**config.mk**
```make
export PLATFORM = sky130hd
export DESIGN_NAME = param_return_stack
export DESIGN_NICKNAME = d
export VERILOG_FILES = /design/src/rtl/rs_pkg.sv /design/src/rtl/rs_stage.sv /design/src/rtl/param_return_stack.sv
export SDC_FILE = /design/constraint.sdc
export NUM_CORES = 1
export LEC_CHECK = 0
export BUFFER_PORTS_ARGS = -buffer_cell sky130_fd_sc_hd__buf_2
export CORE_UTILIZATION = 53
export DETAILED_ROUTE_END_ITERATION = 10
export PLACE_DENSITY = 0.82
export SETUP_SLACK_MARGIN = 0.5
export SYNTH_ARGS = -nofsm -noshare
export SYNTH_HDL_FRONTEND = slang
export SYNTH_HIERARCHICAL = 1
export SYNTH_SLANG_ARGS = --single-unit
```
**constraint.sdc**
```tcl
create_clock -name clk -period 2.3 [get_ports clk]
set_input_delay 0.46 -clock clk [delete_from_list [all_inputs] [get_ports clk]]
set_output_delay 0.46 -clock clk [all_outputs]
set_load 0.02 [all_outputs]
```
**src/rtl/rs_pkg.sv**
```systemverilog
// rs_pkg: op encodings, overflow policies and stage-mux selects for the return stack
package rs_pkg;
    localparam logic [1:0] RS_NOP  = 2'b00;
    localparam logic [1:0] RS_POP  = 2'b01;
    localparam logic [1:0] RS_PUSH = 2'b10;
    localparam logic [1:0] RS_REPL = 2'b11;
    localparam int RS_OVF_DROP   = 0;
    localparam int RS_OVF_REJECT = 1;
    typedef enum logic [2:0] {ST_HOLD, ST_DIN, ST_ABOVE, ST_BELOW, ST_CLR} stage_sel_e;
endpackage

```
**src/rtl/rs_stage.sv**
```systemverilog
// rs_stage: one stack entry register with hold/load-din/load-above/load-below/clear mux
module rs_stage
    import rs_pkg::*;
#(
    parameter int WIDTH = 10
) (
    input  logic             clk,
    input  logic             RESET,
    input  stage_sel_e       sel,
    input  logic [WIDTH-1:0] din,
    input  logic [WIDTH-1:0] above,
    input  logic [WIDTH-1:0] below,
    output logic [WIDTH-1:0] q
);
    always_ff @(posedge clk or negedge RESET)
        if (!RESET) q <= '0;
        else
            case (sel)
                ST_DIN:   q <= din;
                ST_ABOVE: q <= above;
                ST_BELOW: q <= below;
                ST_CLR:   q <= '0;
                default:  q <= q;
            endcase
endmodule

```
**src/rtl/param_return_stack.sv**
```systemverilog
// param_return_stack: parametrised return-address stack with count, status and sticky error flags
module param_return_stack
    import rs_pkg::*;
#(
    parameter int WIDTH    = 10,
    parameter int DEPTH    = 5,
    parameter int OVF_MODE = 0,
    parameter int CNT_W    = $clog2(DEPTH + 1)
) (
    input  logic             clk,
    input  logic             RESET,
    input  logic             en,
    input  logic             push,
    input  logic             pop,
    input  logic [WIDTH-1:0] din,
    input  logic             flush,
    input  logic             err_clr,
    output logic [WIDTH-1:0] top,
    output logic [CNT_W-1:0] count,
    output logic             empty,
    output logic             full,
    output logic             ovf,
    output logic             unf
);
    logic [WIDTH-1:0] stg [DEPTH];
    logic [1:0] op;
    logic reject, ovf_set, unf_set;
    logic [CNT_W-1:0] count_nxt;
    stage_sel_e sel_top, sel_rest;

    assign op      = {push, pop};
    assign full    = count == CNT_W'(DEPTH);
    assign empty   = count == '0;
    assign top     = stg[0];
    assign reject  = full && OVF_MODE == RS_OVF_REJECT;
    assign ovf_set = !flush && op == RS_PUSH && full;
    assign unf_set = !flush && pop && empty;

    // stage 0 takes din on push/replace; deeper stages only shift or hold
    assign sel_top  = !en ? ST_HOLD : flush ? ST_CLR : op == RS_POP ? ST_BELOW :
                      (op == RS_NOP || (op == RS_PUSH && reject)) ? ST_HOLD : ST_DIN;
    assign sel_rest = !en ? ST_HOLD : flush ? ST_CLR : op == RS_POP ? ST_BELOW :
                      (op == RS_PUSH && !reject) ? ST_ABOVE : ST_HOLD;

    assign count_nxt = flush ? '0 :
                       (op == RS_PUSH && !full) ? count + CNT_W'(1) :
                       (op == RS_POP && !empty) ? count - CNT_W'(1) :
                       (op == RS_REPL && empty) ? CNT_W'(1) : count;

    for (genvar i = 0; i < DEPTH; i++) begin : g_stage
        logic [WIDTH-1:0] above, below;
        if (i == 0) begin : g_first
            assign above = din;
        end else begin : g_inner
            assign above = stg[i-1];
        end
        if (i == DEPTH - 1) begin : g_last
            assign below = '0;
        end else begin : g_deep
            assign below = stg[i+1];
        end
        rs_stage #(.WIDTH(WIDTH)) u_stage (
            .clk   (clk),
            .RESET (RESET),
            .sel   (i == 0 ? sel_top : sel_rest),
            .din   (din),
            .above (above),
            .below (below),
            .q     (stg[i])
        );
    end

    // a fresh overflow/underflow in the same cycle beats err_clr
    always_ff @(posedge clk or negedge RESET)
        if (!RESET) begin
            count <= '0;
            ovf   <= 1'b0;
            unf   <= 1'b0;
        end else if (en) begin
            count <= count_nxt;
            ovf   <= ovf_set | (ovf & ~err_clr);
            unf   <= unf_set | (unf & ~err_clr);
        end
endmodule

```
=== Word level (Yosys, flattened, before mapping) ===
Index checks and enable logic that the tools add are counted.
Widths: inputs -> output; s select.

* Bitwise operators: 5
* Eq/ne operators: 12
* Reductions and logical operators: 19
* Add/sub/neg operators: 2
* Multiplexer cells: 17

{| class="wikitable"
|+ Operators by type and width
! cell !! count
|-
| $pmux 10 s4 || 3
|-
| $pmux 10 s3 || 2
|-
| $mux 3 || 8
|-
| $eq 3x2->1 const B || 4
|-
| $eq 3x3->1 const B || 3
|-
| $reduce_bool 4->1 || 2
|-
| $logic_and 1x1->1 || 7
|-
| $eq 3x1->1 const B || 2
|-
| $mux 2 || 3
|-
| $reduce_bool 3->1 || 2
|-
| $eq 2x2->1 const B || 2
|-
| $reduce_or 2->1 || 2
|-
| $add 3x1->3 const B || 1
|-
| $logic_not 1->1 || 3
|-
| $logic_not 3->1 || 1
|-
| $sub 3x1->3 const B || 1
|-
| $and 1x1->1 || 2
|-
| $eq 2x1->1 const B || 1
|-
| $logic_not 2->1 || 1
|-
| $or 1x1->1 || 2
|-
| $reduce_and 2->1 || 1
|-
| $mux 1 || 1
|-
| $not 1->1 || 1
|}

* Bits of input ports: 17
* Word-level logic and storage cells: 63
* Bits in registers: 55

=== Logic depth before layout (Yosys ltp) ===
Gate-level depths: netlist (run 1).

* Depth in word-level cells: 8
* Gate-level depth with buffers: 7
* Depth with buffers taken out: 7

=== By module ===
The synthesis (run 1) kept the hierarchy.

{| class="wikitable"
|+ By module, submodules not included
! module !! cells an instance !! times used !! seq. area each (um^2) !! area an instance (um^2)
|-
| rs_stage || 68 || 5 || 250.2 || 749.5
|-
| param_return_stack || 54 || 1 || 125.1 || 479.2
|}

=== Worst setup path after synthesis (run 1) ===
No wires, ideal clock.

* Kind: in2reg
* Start point: input port push
* End point: register g_stage[1].u_stage.q[2]
* Buffers on the path: 1
* Library setup time: 0.094 ns
* Arrival: 1.723 ns
* Required time: 2.206 ns
* Stages: 7
* Slack: 0.483 ns
* Path through: inv_1 -> ha_1 -> and2_1 -> buf_4 -> o21a_1 -> a211oi_2 -> a221oi_2

* Longest elaborated chain between the ends: 7

{| class="wikitable"
|+ Ends and longest elaborated chain
! element !! line !! source
|-
| from (decl) || param_return_stack.sv:13 || <nowiki>input logic push,</nowiki>
|-
| $eq 2x2->1 || param_return_stack.sv:43 || <nowiki>(op == RS_PUSH && !reject) ? ST_ABOVE : ST_HOLD;</nowiki>
|-
| $mux 2 || param_return_stack.sv:43 ||
|-
| $mux 2 * || param_return_stack.sv:42 || <nowiki>assign sel_rest = !en ? ST_HOLD : flush ? ST_CLR : op == RS_POP ? ST_BELOW :</nowiki>
|-
| $mux 3 * (2 in a row) || param_return_stack.sv:42 ||
|-
| net sel_rest[1] || param_return_stack.sv:29 || <nowiki>stage_sel_e sel_top, sel_rest;</nowiki>
|-
| $eq 3x3->1, or another cell as far along || rs_stage.sv:18 || <nowiki>case (sel)</nowiki>
|-
| $pmux 10 s4 / $reduce_bool 4->1 (equally long branches) || -- ||
|-
| to (signal assigned) || rs_stage.sv:19 || <nowiki>ST_DIN: q <= din;</nowiki>
|-
| to (signal assigned) || rs_stage.sv:20 || <nowiki>ST_ABOVE: q <= above;</nowiki>
|-
| to (signal assigned) || rs_stage.sv:21 || <nowiki>ST_BELOW: q <= below;</nowiki>
|-
| to (decl) || rs_stage.sv:13 || <nowiki>output logic [WIDTH-1:0] q</nowiki>
|}

The timed path passes the listed nets; every way through them passes the cells marked *.
A chain may end at the register's enable or synchronous reset.

=== Final worst setup path (run 1) ===
* Start point: register count[0]
* End point: output port empty

* Longest elaborated chain between the ends: 1

{| class="wikitable"
|+ Ends and longest elaborated chain
! element !! line !! source
|-
| from (decl) || param_return_stack.sv:19 || <nowiki>output logic [CNT_W-1:0] count,</nowiki>
|-
| from (signal assigned) || param_return_stack.sv:80 || <nowiki>count <= count_nxt;</nowiki>
|-
| $logic_not 3->1 || param_return_stack.sv:33 || <nowiki>assign empty = count == '0;</nowiki>
|-
| to (decl) || param_return_stack.sv:20 || <nowiki>output logic empty,</nowiki>
|}

Every way passes these cells.

==> results of run 1 <==
[per-layer routing]
| layer | wire (microns) | vias up | track usage (%) |
|---|---|---|---|
| met5 | 0 | - | 0 |
| met4 | 121 | 0 | 5.69 |
| met3 | 263 | 18 | 2.93 |
| met2 | 4900 | 64 | 40.8 |
| met1 | 4270 | 1672 | 30.3 |
| li1 | - | 1576 | - |
[worst max-delay path: cells and delay by family (launching register included)]
family                   cells  cell delay, ns
adder cells (fa/ha/maj)      1            0.20
buffers and inverters        3            0.30
flip-flops                   1            0.48
AND/OR/NAND/NOR              1            0.06
[kinds of logic (layout without fill, tap and decap cells)]
| family | after synthesis | count (layout) | share of synthesized area, % |
|---|---|---|---|
| xor gates and xnor gates | 2 | 2 | 0.415 |
| and+or+nand+nor | 26 | 26 | 3.46 |
| adders and majority gates | 8 | 8 | 2.37 |
| AOI/OAI and AO/OA | 164 | 164 | 38.9 |
| buffers and inverters | 88 | 127 | 10.3 |
| other | 1 | 10 | 0.0887 |
| DFF | 55 | 55 | 32.6 |
| muxes | 50 | 50 | 11.8 |
[cells in the mapped netlist]
master,instances,area [sq um]
a2111oi_0,1,8.76
a211oi_1,47,353
a211oi_2,5,62.6
a21o_1,1,7.51
a21oi_1,2,10.0
a21oi_2,1,8.76
a221o_1,1,10.0
a221oi_2,50,751
a32o_1,2,20.0
and2_1,3,18.8
buf_2,5,25.0
buf_4,5,37.5
buf_6,10,113
clkbuf_1,5,18.8
clkbuf_2,5,25.0
conb_1,1,3.75
dfrtp_1,55,1380
ha_1,8,100
inv_1,58,218
mux2i_1,50,500
nand2_1,4,15.0
nand2b_1,2,12.5
nand3b_1,1,7.51
nor2_1,4,15.0
nor2_2,5,31.3
nor2b_1,5,31.3
nor4_1,1,6.26
o21a_1,50,375
o21ai_0,2,10.0
o311ai_2,1,16.3
o31ai_2,1,12.5
or2_4,1,8.76
xnor2_1,1,8.76
xor2_1,1,8.76
[sequential cells by signal, indices dropped and copies added, names as in the netlist]
| register | count |
|---|---|
| unf | 1 |
| g_stage.u_stage/q | 50 |
| ovf | 1 |
| count | 3 |
[cell type report]
type	count	area (sq um)	share of cell area [%]
inverters	58	218	4.58
clock inverters	2	16.3	0.342
clock buffers	6	72.6	1.53
well taps	102	128	2.68
flip-flops and latches	55	1380	29.0
repair buffers	61	450	9.48
multi-input cells	260	2490	52.4
[final timing paths]
kind	endpoint	cells after the start	slack (ns)
worst max register to register	count[1]	8	0.58
max in group asynchronous	count[0]	2	1.53
worst min-delay path	g_stage[4].u_stage/q[0]	1	0.14
worst max-delay path	empty	5	0.50
min in group clk	unf	2	0.45
worst min register to register	unf	1	0.51
[metrics by stage]
| step | worst slack, ns | power, W | utilization [%] | cell area (sq um) |
|---|---|---|---|---|
| 2_1_floorplan | 0.577 | 0.00195 | - | 4260 |
| 3_3_place_gp | 0.249 | 0.00217 | 58.5 | 4520 |
| 3_5_place_dp | 0.209 | 0.00222 | 58.5 | 4520 |
| 4_1_cts | 0.513 | 0.00282 | 60.0 | 4640 |
| 5_1_grt | 0.456 | 0.00312 | 61.5 | 4750 |
| 6_report | 0.502 | 0.00296 | 61.5 | 4750 |
[where the power goes]
group	internal, W	total, W	switching [W]
combinational	0.000512	0.00114	0.000625
sequential	0.00110	0.00126	0.000157
clock	0.000220	0.000568	0.000347
total	0.00183	0.00296	0.00113
[what timing repair did]
action	in CTS	in global routing
buffers inserted	2	10
setup endpoints to repair	2	45
resized for setup	8	9
pin swaps	0	1
cloned	0	0
[layout by cell type, fill, tap and decap left out, drive strengths merged, types with 3 or more instances in the layout]
master   n
nand2    4
a221oi  50
o21a    50
nor2     9
dfrtp   55
and2     3
buf     61
clkbuf   6
nor2b    5
a21oi    3
conb    10
mux2i   50
ha       8
a211oi  52
inv     59
==> impl_metrics.tcl, run 1 <==
set metrics [dict create \
    status "finished, final reports clean" \
    cts.clk_slew.worst_paths_ns 0.11 \
    totalWireLength_microns 9560 \
    tritoncts_clock_tree "done" \
    ctsHoldBuffers 0 \
    final_weighted_congestion_of_routability_driven_global_placement 0.809 \
    period_needed_ns 1.80 \
    syn_area_sq_um 4230 \
    critical_path_class "flop to output port" \
    dr.first_iter.drc_count 221 \
    synth.yosys.seq_area_share_pct 32.6 \
    overflow 0 \
    placeableCoreArea_sq_um 7730 \
    floorplan.die.width_microns 91.3 \
    postSynthRegisterBits 55 \
    worst_ep_arrival_time_ns 1.34 \
    min-delay-path-class "input pin to asynchronous set/reset pin" \
    sum_of_negative_setup_slack_ns 0 \
    timing.hold.ws_ns 0.145 \
    grt_antenna_before_repair 0 \
    ir_drop_mv 0.507 \
    io_buffers 33 \
    grt_pass1_vias 3326 \
    layout.cells.non_filler 544 \
    pins_over_slew_limit 0 \
    grt_max_degree 45 \
    dieArea_sq_um 8340 \
    critical_path_peak_fanout 5 \
    drc 0 \
    clock-skew-final_ns 0.0107 \
    clock-root-buffer "clkbuf_8" \
    syn_avg_cell_area_sq_um 10.7 \
    detail-route-antenna-nets 0 \
    fmax_mhz 556 \
    initial_core_utilization_pct 54.7 \
    dr.pass1.iters 4 \
    critPathMaxStageDelay_ns 0.48 \
    routed_wire_length_per_instance_microns 17.6 \
    power_per_cell_area_nw_per_um2 623 \
    finalNetCount 466 \
    yosys.cell_types.count 34 \
    netlist_instances 394 \
    tightestPinTransition_ns 0.640 \
    detail_route.vias_per_cell 6.12 \
    final.fill_count 619 \
    worstPathCellList "inv_2 > ha_2 > nand2b_4 > inv_2 > buf_6" \
    detailed_place_hpwl_microns 6550 \
    power.leakage_nw 1.99 \
    worstReg2RegStart "count[0]" \
    route.vias.total 3330 \
    worst_ep_required_time_ns 1.84 \
    fp.dieH_microns 91.3 \
    global_route.usage.total_pct 23.2 \
    rsz0062_at_grt "true" \
    tritoncts_num_sinks 55 \
    number_of_buffers_inserted_during_clock_tree_synthesis 5 \
    antenna_cells_inserted 0 \
    min_period_over_period_pct 78.2 \
    timing.max_slew.rel_slack_pct 57.3 \
    hold_violations 0 \
    setup-violations-final 0 \
    ioPinCount 34 \
    layout_cells_sized_above_1_pct 32.8 \
    worstSetupEndpointType "output port" \
    clock_path_buffers 2 \
    first_pass_grt_wire_length_microns 15900 \
    syn2layout_area_growth_pct 12.5 \
    clock_tree.htree_level_count 2 \
    max_cap_viol_count 0 \
    ys.warnings.count 6 \
    worst_path_most_repeated_cell "inv_2" \
    beginning_of_the_critical_path "count[0]" \
    clkLatencyLatePin_ns 0.32 \
    number_of_cells_in_the_design_after_placement 524 \
    critical_path.startpoint_type "flop" \
    num_rows 32 \
    cpMaxStageDelayCell "dfrtp_2" \
]
No activity file was read; power rests on OpenSTA's default activity.
==> run 2: changes to the inputs <==
--- a/config.mk
+++ b/config.mk
@@ -5,6 +5,7 @@
 export SDC_FILE = /design/constraint.sdc
 export NUM_CORES = 1
 export LEC_CHECK = 0
+export ABC_AREA = 1
 export BUFFER_PORTS_ARGS = -buffer_cell sky130_fd_sc_hd__buf_2
 export CORE_UTILIZATION = 53
 export DETAILED_ROUTE_END_ITERATION = 10
==> constraint.sdc (replaced) <==
create_clock -name clk -period 1.7 [get_ports clk]
set_input_delay 0.34 -clock clk [delete_from_list [all_inputs] [get_ports clk]]
set_output_delay 0.34 -clock clk [all_outputs]
set_load 0.02 [all_outputs]
==> run 2 against run 1 <==
  * The run now ends with DRC, setup timing left
  * First-iteration DRC count rose to 5.3 times the previous value
  * Cell count increased by 71%
  * Utilization up 22 points
  * Critical path depth rose by 11
  * Die area shrank 0.70%
  * Cell area up 35%
  * Sequential share of layout area shrank 7.5 points
  * Synthesized cell count increased by 80%
  * Sequential power is 44% higher
  * Via count up 75%
  * Combinational power is 91% higher
  * Non-clock buffer count up 59
  * Critical endpoint is now g_stage[1].u_stage/q[4]
==> impl_metrics.tcl, run 2 <==
set metrics [dict create \
    ioPinCount 34 \
    layout.core_utilization_pct 83.5 \
    largest_register_ffs 50 \
    ys.warnings.count 6 \
    beginning_of_the_critical_path "pop" \
    most-common-layout-cells "nand2_1 (218), nor2_1 (115), inv_1 (115)" \
    routed_wire_length_per_instance_microns 22.7 \
    multi_input_combinational_cell_area_sq_um 2870 \
    yosys.area.top_type "dfrtp_1" \
    failing_checks "DRC, setup timing" \
    postSynthRegisterBits 55 \
    first_pass_grt_wire_length_microns 21300 \
    syn_area_sq_um 4200 \
    num_rows 32 \
    syn_avg_cell_area_sq_um 5.92 \
    path_buf_inv 8 \
    min-delay-path-class "input pin to flop" \
    fmax_mhz 512 \
    max_cap_viol_count 0 \
    worstPathCellList "buf_8 > buf_6 > ha_4 > inv_4 > nor2_4 > buf_12 > buf_12 > buf_16 > nand3b_1 > buf_6 > clkbuf_16 > nor2_2 > nor2_1 > nand2_1 > nand2_1 > nand2_1" \
    synth.yosys.seq_area_share_pct 32.8 \
    cpMaxStageDelayCell "nand3b_1" \
    drc 5 \
    final.setup.worst_slack_ns -0.251 \
    status "complete, but fails checks" \
    finalNetCount 853 \
    critical_path.startpoint_type "input pin" \
    detailed_place_hpwl_microns 7600 \
    netlist_instances 709 \
    timing.critical_path.to "g_stage[1].u_stage/q[4]" \
    min_period_over_period_pct 115 \
    worst_ep_arrival_time_ns 2.22 \
    placeableCoreArea_sq_um 7690 \
    worstSetupPathDepth 16 \
    yosys.cell_types.count 20 \
    r2r_slack_ns -0.05 \
    ir_drop_mv 0.566 \
    grt_antenna_before_repair 1 \
    ys_top_cells_by_area "dfrtp_1 (33%), nand2_1 (22%), nor2_1 (14%), inv_1 (11%), nand3_1 (6.2%)" \
    route.vias.total 5830 \
    reg_top3 "g_stage.u_stage/q: 50 flops, count: 3 flops" \
    dr.pass1.iters 11 \
    detail_route.vias_per_cell 6.26 \
    syn2layout_area_growth_pct 52.9 \
    io_buffers 33 \
    fp.dieH_microns 91.0 \
    synth_largest_type_area_fraction_pct 32.8 \
    clock-root-buffer "clkbuf_8" \
    hold_violations 0 \
    grt_pass1_vias 4507 \
    worstReg2RegStart "count[0]" \
    worst_path_most_repeated_cell "nand2_1" \
    number_of_buffers_inserted_during_clock_tree_synthesis 5 \
    final.fill_count 358 \
    dieArea_sq_um 8280 \
    tritoncts_num_sinks 55 \
    synth-main-ff-cell "dfrtp_1" \
    power_per_cell_area_nw_per_um2 749 \
    overall_power_w 0.00480 \
    clock_tree.htree_level_count 2 \
    worst_ep_required_time_ns 1.97 \
    clock_path_buffers 2 \
    worstSetupEndpointType "flop" \
    clock-skew-final_ns 0.0101 \
    detail-route-antenna-nets 0 \
    pins_over_slew_limit 0 \
    cts.clk_slew.worst_paths_ns 0.11 \
    seqCellArea_sq_um 1380 \
    initial_core_utilization_pct 54.6 \
    global_route.usage.total_pct 32.3 \
    clkLatencyLatePin_ns 0.33 \
    reg2reg_to "count[0]" \
    worst-r2r-cell-count 11 \
    overflow 0 \
    final_weighted_congestion_of_routability_driven_global_placement 0.895 \
    async_flop_share_pct 100 \
    period_needed_ns 1.95 \
    number_of_enable_flip_flop_cells_after_synthesis 0 \
    critical_path_class "input pin to flop" \
    dr.first_iter.drc_count 1161 \
    totalWireLength_microns 21200 \
    pre_cts_ws_ns -0.265 \
    rsz0062_at_grt "true" \
    max_flop_register "g_stage.u_stage/q" \
    floorplan.die.width_microns 91.0 \
    top_cell_types_by_occurrence_after_synthesis "nand2_1 (244), nor2_1 (158), inv_1 (127)" \
    yosysMostFrequentCell "nand2_1" \
    layout_cells_sized_above_1_pct 34.0 \
    critPathMaxStageDelay_ns 0.21 \
    setup-violations-final 37 \
    grt_max_degree 40 \
    crit_path_max_delay_family "buffers and inverters" \
    critical_path_peak_fanout 5 \
    layout.cells.most_common "nand2_1" \
    tritoncts_clock_tree "done" \
    power.leakage_nw 3.44 \
]
-- run 2: timing repair --
action | in CTS | in global routing
resized for setup | 124 | 110
gates cloned | 8 | 9
pin swaps | 33 | 64
buffers inserted | 25 | 14
endpoints found under the setup margin | 70 | 72
hold buffers | 1 | 0
endpoints found under the hold margin | 16 | 0
-- run 2: area by class of cell --
class	count	area share, %
multi-input cells	512	44.8
repair buffers	120	21.7
flip-flops and latches	55	21.5
inverters	133	8.54
well taps	102	1.99
clock buffers	6	1.13
clock inverters	2	0.273
repair inverters	1	0.0975
diodes	1	0.0390
-- run 2: through the flow --
stage                     std cells  hold slack, ns  TNS [ns]  instance area [sq um]
after global routing            931           0.393     -6.83                   6410
after floorplan                 718          0.0444         0                   4350
after detailed placement        866           0.314    -10.51                   4850
after global placement          866           0.304     -7.15                   4850
final                           932           0.400     -4.86                   6420
after CTS                       908           0.304         0                   5710
-- run 2: cells by family (layout without fill, tap and decap cells) --
group / count (synthesis) / count (layout) / share of synthesized area (%)
compound gates: 13 / 13 / 1.67
other cells: 1 / 11 / 0.0894
flops: 55 / 55 / 32.8
simple gates: 479 / 481 / 47.0
buf+inv: 153 / 262 / 16.1
fa+ha+maj: 8 / 8 / 2.39
-- run 2: report_power, final --
group	leakage, nW	internal, W	total (W)	switching [W]
Sequential	0.697	0.00154	0.00181	0.000272
Combinational	2.69	0.000861	0.00218	0.00132
Clock	0.0454	0.000299	0.000808	0.000510
Total	3.44	0.00270	0.00480	0.00210
-- run 2: worst min path at each step --
stage | end | slack (ns) | startpoint | depth (start not counted)
after floorplan | count[0] | 0.04 | RESET | 0
after global placement | count[2] | 0.30 | RESET | 1
after detailed placement | count[2] | 0.31 | RESET | 1
after CTS | unf | 0.30 | err_clr | 4
after global routing | unf | 0.39 | pop | 4
final | unf | 0.40 | pop | 4
-- run 2: worst min-delay path: stages --
cell and delay [ns]:
buf_8 0.11, inv_6 0.05, buf_4 0.13, o31ai_4 0.07
-- run 2: layer usage --
layer / up-vias / part of all wire, % / track usage, %
li1: 2309 / - / -
met1: 2572 / 31 / 39.5
met2: 663 / 41 / 55.2
met3: 286 / 16 / 5.36
met4: 0 / 12 / 15.5
met5: - / 0 / 0
